[config.mk]
export PLATFORM = sky130hd
export DESIGN_NAME = f1_lights_out_timer
export DESIGN_NICKNAME = d
export VERILOG_FILES = /design/src/rtl/f1_lights_out_timer.sv
export SDC_FILE = /design/constraint.sdc
export NUM_CORES = 1
export LEC_CHECK = 0
export CAP_MARGIN = 15
export CORE_MARGIN = 5
export CORE_UTILIZATION = 57
export CTS_CLUSTER_SIZE = 16
export DETAILED_ROUTE_END_ITERATION = 16
export HOLD_SLACK_MARGIN = 0.06
export PLACE_DENSITY = 0.88
export SYNTH_ARGS = -nofsm -noshare
export SYNTH_HDL_FRONTEND = slang
export SYNTH_SLANG_ARGS = --single-unit
[constraint.sdc]
create_clock -name clk -period 2.65 [get_ports clk]
set_clock_uncertainty 0.05 [all_clocks]
set_input_delay 0.53 -clock clk [delete_from_list [all_inputs] [get_ports clk]]
set_output_delay 0.53 -clock clk [all_outputs]
set_load 0.01 [all_outputs]
[src/rtl/f1_lights_out_timer.sv]
// rtl/f1_lights_out_timer.sv - lights-out delay generator and driver reaction timer
// Waits MIN_DELAY_MS + lfsr ms after all lights are lit, then times the driver's button press.
module f1_lights_out_timer #(
  parameter int MIN_DELAY_MS = 500,
  parameter int CNT_W        = 16
) (
  input  logic             clk,
  input  logic             rst,
  input  logic             tick_ms,
  input  logic             cmd_seq,
  input  logic             cmd_delay,
  input  logic             react,
  output logic             time_out,
  output logic             lights_off,
  output logic [CNT_W-1:0] reaction_ms,
  output logic             result_valid,
  output logic             jump_start
);

  typedef enum logic [1:0] {S_IDLE, S_WAIT, S_TIMING, S_DONE} state_t;

  localparam logic [CNT_W-1:0] MIN_D = CNT_W'(MIN_DELAY_MS);
  localparam logic [CNT_W-1:0] ONE   = CNT_W'(1);

  state_t           state;
  logic [6:0]       lfsr;
  logic             seq_prev;
  logic             dly_prev;
  logic [CNT_W-1:0] dly_cnt;
  logic             seq_rise;
  logic             dly_rise;

  assign seq_rise = cmd_seq & ~seq_prev;
  assign dly_rise = cmd_delay & ~dly_prev;

  always_ff @(posedge clk or posedge rst) begin
    if (rst) begin
      state        <= S_IDLE;
      lfsr         <= 7'h01;
      seq_prev     <= 1'b0;
      dly_prev     <= 1'b0;
      dly_cnt      <= '0;
      time_out     <= 1'b0;
      lights_off   <= 1'b0;
      reaction_ms  <= '0;
      result_valid <= 1'b0;
      jump_start   <= 1'b0;
    end else begin
      // x^7 + x^6 + 1, maximal length, so a nonzero seed never reaches 0
      lfsr         <= {lfsr[5:0], lfsr[6] ^ lfsr[5]};
      seq_prev     <= cmd_seq;
      dly_prev     <= cmd_delay;
      time_out     <= 1'b0;
      result_valid <= 1'b0;
      case (state)
        S_IDLE: begin
          if (dly_rise) begin
            dly_cnt <= MIN_D + CNT_W'(lfsr);
            state   <= S_WAIT;
          end
        end
        S_WAIT: begin
          if (seq_rise) begin
            lights_off <= 1'b0;
            jump_start <= 1'b0;
            state      <= S_IDLE;
          end else if (react) begin
            jump_start   <= 1'b1;
            reaction_ms  <= '0;
            result_valid <= 1'b1;
            state        <= S_DONE;
          end else if (tick_ms) begin
            if (dly_cnt == ONE) begin
              time_out    <= 1'b1;
              lights_off  <= 1'b1;
              reaction_ms <= '0;
              state       <= S_TIMING;
            end else begin
              dly_cnt <= dly_cnt - ONE;
            end
          end
        end
        S_TIMING: begin
          // react outranks a coincident tick so that tick is never counted
          if (seq_rise) begin
            lights_off <= 1'b0;
            jump_start <= 1'b0;
            state      <= S_IDLE;
          end else if (react) begin
            result_valid <= 1'b1;
            state        <= S_DONE;
          end else if (tick_ms && (reaction_ms != '1)) begin
            reaction_ms <= reaction_ms + ONE;
          end
        end
        S_DONE: begin
          if (seq_rise) begin
            lights_off <= 1'b0;
            jump_start <= 1'b0;
            state      <= S_IDLE;
          end
        end
        default: state <= S_IDLE;
      endcase
    end
  end

endmodule

# Yosys cells after proc, flatten, opt, wreduce, memory -nomap -nowiden

Index checks and enable logic that the tools add are counted.

Flip-flop bits (word level): 47
Input bits: 6
Output and inout bits: 20
Logic and storage cells: 94

Add/subtract/negate cells: 3
Equal/unequal tests: 24
Multiplexer cells: 40
Bitwise logic cells: 5
Reductions and logical operators: 12

Operator list:

| cell                                                 | number |
|---|---|
| two-way mux 16 bit                                   | 12 |
| one-hot mux 16 bit (2 select lines)                  | 2 |
| inequality test 3 bit, second input constant         | 7 |
| inequality test 2 bit, second input constant         | 9 |
| adder 16 x 1 -> 16 bit, second input constant        | 1 |
| equality test 16 x 1 -> 1 bit, second input constant | 1 |
| two-way mux 2 bit                                    | 8 |
| inequality test 16 bit, second input constant        | 1 |
| subtractor 16 x 1 -> 16 bit, second input constant   | 1 |
| two-way mux 1 bit                                    | 15 |
| adder 9 x 7 -> 10 bit, first input constant          | 1 |
| AND reduction 5 bit                                  | 2 |
| inequality test 4 bit, second input constant         | 2 |
| one-hot mux 2 bit (4 select lines)                   | 1 |
| AND reduction 7 bit                                  | 1 |
| AND reduction 6 bit                                  | 1 |
| nonzero test 2 bit                                   | 3 |
| equality test 2 bit, second input constant           | 2 |
| one-hot mux 1 bit (2 select lines)                   | 2 |
| OR reduction 2 bit                                   | 2 |
| AND reduction 3 bit                                  | 1 |
| AND 1 bit                                            | 2 |
| equality test 2 x 1 -> 1 bit, second input constant  | 1 |
| zero test 2 bit                                      | 1 |
| other kinds (4)                                      | 5 |

# Longest topological paths before layout

Depth in word-level cells: 6
Depth in mapped cells: 9
Mapped depth without buffers: 7

# Worst setup path after synthesis

No wires, ideal clock.

Path kind: reg-to-reg
Start: reg state[0]
End: reg reaction_ms[4]
Setup time: 0.124 ns
Arrival: 1.994 ns
Required time: 2.476 ns
Slack: 0.482 ns
Stages on the path, launching flop included: 9
Buffers on the path: 1
Clock period less this slack: 2.168 ns
Cell sequence: dfrtp_1 -> inv_1 -> ha_1 -> nor2_1 -> a2111oi_0 -> a21boi_2 -> nand2b_1 -> buf_2 -> a211o_1

Cells in the longest elaborated chain, start to end: 3
Elaborated cells between the ends (all ways): 11
Those cells by class: 8 x eq/ne; 1 x mux; 2 x reduce/logical

Ends and longest elaborated chain:

| item                                                                | RTL line | source |
|---|---|---|
| start: declaration                                                  | 25       | `state_t state;` |
| start signal: assignment                                            | 38       | `state <= S_IDLE;` |
| start signal: assignment                                            | 59       | `state <= S_WAIT;` |
| start signal: assignment                                            | 66       | `state <= S_IDLE;` |
| equality test 2 x 1 -> 1 bit or equality test 2 bit (tied branches) | 55       | `case (state)` |
| inequality test 3 bit (no line) (tied with other cells)             | --       |  |
| AND reduction 7 bit (no line)                                       | --       |  |
| end signal: assignment                                              | 93       | `reaction_ms <= reaction_ms + ONE;` |
| end: declaration                                                    | 15       | `output logic [CNT_W-1:0] reaction_ms,` |

Parallel ways exist; a longest one is shown, timed or not.
A chain may end at the register's enable or synchronous reset.

# Final worst setup path

Start: reg state[1]
End: reg dly_cnt[14]

Cells in the longest elaborated chain, start to end: 3
Elaborated cells between the ends (all ways): 10
Those cells by class: 6 x eq/ne; 1 x mux; 3 x reduce/logical

Ends and longest elaborated chain:

| item                                                                  | RTL line | source |
|---|---|---|
| equality test 2 x 1 -> 1 bit or zero test 2 bit (tied branches)       | 55       |  |
| inequality test 2 bit (no line) or nonzero test 2 bit (tied branches) | --       |  |
| AND reduction 6 bit (no line)                                         | --       |  |
| end signal: assignment                                                | 58       | `dly_cnt <= MIN_D + CNT_W'(lfsr);` |
| end signal: assignment                                                | 79       | `dly_cnt <= dly_cnt - ONE;` |
| end: declaration                                                      | 29       | `logic [CNT_W-1:0] dly_cnt;` |

Parallel ways exist; a longest one is shown, timed or not.

==> impl_metrics.py <==
metrics = {
    "synth": {
        "yosysWarningCount": 0,
        "synth_edf_count": 0,
        "syn_inst": 290,
        "synthesis.area_sq_um": 2804,
        "ys_seq_area_frac": 0.4199,
        "synthFlopType": "dfrtp_1",
        "synth_top_area_frac": 0.4105,
        "yosys.cell_types.count": 64,
        "syn_nets": 307,
        "yosys.area.top_type": "dfrtp_1",
        "synth-seq-cells": 47,
        "postSynthAreaPerCell_sq_um": 9.669,
        "synthTopCellsByArea": "dfrtp_1, ha_1, o21ai_1",
        "async_flop_share": 1.000,
    },
    "placed_design": {
        "hpwl_microns": 4610,
        "dpl_cell_area_sq_um": 3212,
        "place.gp.congestion": 0.8367,
        "portBuffers": 25,
        "dp_slack_ns": -0.01873,
    },
    "routing": {
        "first_pass_iters": 5,
        "postRouteAntennaNets": 0,
        "drc": 0,
        "routed_wl_microns": 6325,
        "via_per_inst": 6.066,
        "wl_per_cell_microns": 16.05,
        "drtIter0Drc": 146,
        "num_vias": 2390,
    },
    "worst_setup_path": {
        "arrival_ns": 2.57,
        "crit_chain": "inv_1, ha_1, buf_4, and2b_1, and3_1, nand3_1, or4_1, o21ai_1",
        "cp_data_required_time_ns": 2.83,
        "worstSetupPathType": "flip-flop to flip-flop",
        "cp-end-kind": "flip-flop",
        "slowest_delay_ns": 0.51,
        "path_buf_inv": 2,
        "crit_fanout": 6,
        "path_delay_family": "simple AND/OR/NAND/NOR gates",
        "cp_slowest_cell": "or4_1",
        "start_kind": "flip-flop",
    },
    "flow_run": {
        "maxCapViolCount": 0,
    },
    "sta": {
        "setup_viol": 0,
        "fin_ws_ns": 0.2590,
        "fmax_mhz": 418.2,
        "max_slew_margin": 0.6018,
        "period_share": 0.9023,
        "slew_viol_final": 0,
        "setup_tns_ns": 0,
        "holdWs_ns": 0.3259,
        "rsz0062_at_grt": "no",
        "report.final.hold_viol_count": 0,
        "period_minus_slack_ns": 2.391,
        "tightest_slew_ns": 0.5896,
    },
    "grt": {
        "grt_pass1_vias": 2346,
        "grt_pass1_wl_microns": 11300,
        "grt_use_total": 0.2223,
        "antenna_found_initial": 0,
        "grt_max_degree": 33,
        "grt-ovfl-total": 0,
    },
    "pwr": {
        "p_clk_frac": 0.177,
        "switching_power_w": 0.001112,
        "cellLeakagePower_nw": 1.398,
        "power_density_nw_per_um2": 831.7,
        "peakVddDrop_v": 0.0006905,
        "p_comb_frac": 0.440,
        "p_seq_frac": 0.383,
        "p_int_w": 0.001650,
        "switching_share": 0.4026,
    },
    "floorplan": {
        "start_util": 0.5897,
        "die_h_microns": 80.14,
        "die_w_microns": 80.14,
        "io_pins": 26,
        "die-area_sq_um": 6422,
        "std_cell_rows": 25,
        "coreArea_sq_um": 4755,
    },
    "clock_tree": {
        "clockBufferDepth": 2,
        "cts_tree": "yes",
        "clkTransAtPathRegs_ns": 0.09,
        "cts_sinks": 47,
        "ctsRootBufferMaster": "clkbuf_8",
        "cts_hold_buf": 0,
        "clock_latency_ns": 0.30,
        "ctsHtreeMaxLevel": 2,
        "numCtsBuffers": 5,
    },
    "cells_and_area": {
        "nets": 343,
        "final_util": 0.6987,
        "layout_common_cells": "dfrtp_1, o21ai_1, clkdlybuf4s50_1",
        "drive_gt1_frac": 0.1315,
        "antenna_cells": 0,
        "finalInstanceArea_sq_um": 3322,
        "layout_commonest_cell": "dfrtp_1",
        "syn_to_final_growth_pct": 18.47,
    },
    "run_status": {
        "outcome": "complete, no violations",
    },
    "min_path": {
        "hold_class": "flip-flop to flip-flop",
    },
}
-- power by group through the flow --
| stage | clock [W] | sequential [W] | combinational (W) |
|---|---|---|---|
| global route | 0.000527 | 0.00109 | 0.00135 |
| global placement | 0 | 0.00106 | 0.00116 |
| finish | 0.000488 | 0.00106 | 0.00122 |
| detailed placement | 0 | 0.00107 | 0.00120 |
| floorplan | 0 | 0.00104 | 0.000857 |
| CTS | 0.000502 | 0.00106 | 0.00121 |
-- registers in the layout, indices dropped and copies added (netlist names) --
name          count
lights_off        1
jump_start        1
state             2
time_out          1
result_valid      1
seq_prev          1
dly_cnt          16
lfsr              7
dly_prev          1
reaction_ms      16
-- area by class of cell --
cell class              instances  area (sq um)
clock buffers                   7         96.34
fillers                       369          1433
repair buffers                 42         390.4
well taps                      67         83.83
clock inverters                 1         7.507
flip-flops and latches         47          1177
inverters                      14         52.55
multi-input cells             216          1514
-- Yosys cell counts, drive strengths merged, types with 6 or more instances --
library cell,instances
a21oi,14
nor3,6
ha,11
a31oi,6
nand3,12
and3,9
buf,8
nor4,6
nand4,7
o21ai,31
nor2,16
nand2,15
dfrtp,46
inv,14
-- per-layer routing --
layer / vias to the layer above / share of wire / global-route usage
li1: 1160 / - / -
met1: 1166 / 0.45 / 0.3047
met2: 53 / 0.50 / 0.3601
met3: 11 / 0.035 / 0.03587
met4: 0 / 0.016 / 0.06926
met5: - / 0 / 0
-- metrics by stage --
stage	instances	total power, W
floorplan	290	0.001896
global placement	386	0.002219
CTS	394	0.002771
detailed placement	386	0.002267
global route	394	0.002968
finish	394	0.002763
-- cells by family (layout without fill, tap and decap cells) --
logic type / Yosys count / count (layout) / synth area share
flip-flops: 47 / 47 / 0.4199
buffers and inverters: 27 / 64 / 0.04239
AO/OA/AOI/OAI: 94 / 94 / 0.2343
XOR/XNOR: 2 / 2 / 0.006248
multiplexers: 2 / 2 / 0.007586
adder cells (fa/ha/maj): 11 / 11 / 0.04908
AND/OR/NAND/NOR: 107 / 107 / 0.2405
-- final timing paths --
path,from,endpoint,slack [ns],cells past startpoint
setup / recovery,state[1],dly_cnt[14],0.26,8
hold / removal,lfsr[1],lfsr[2],0.33,0
setup reg to reg,state[1],dly_cnt[14],0.26,8
hold reg to reg,lfsr[1],lfsr[2],0.33,0
max in group asynchronous,rst,lfsr[0],1.46,3
min in group asynchronous,rst,reaction_ms[13],0.49,2
-- repair_timing --
action                                  4_1_cts  5_1_grt
endpoints found under the setup margin        0        6
gates resized for setup                       0        2
setup buffers                                 0        0
No activity file was read; power rests on OpenSTA's default activity.
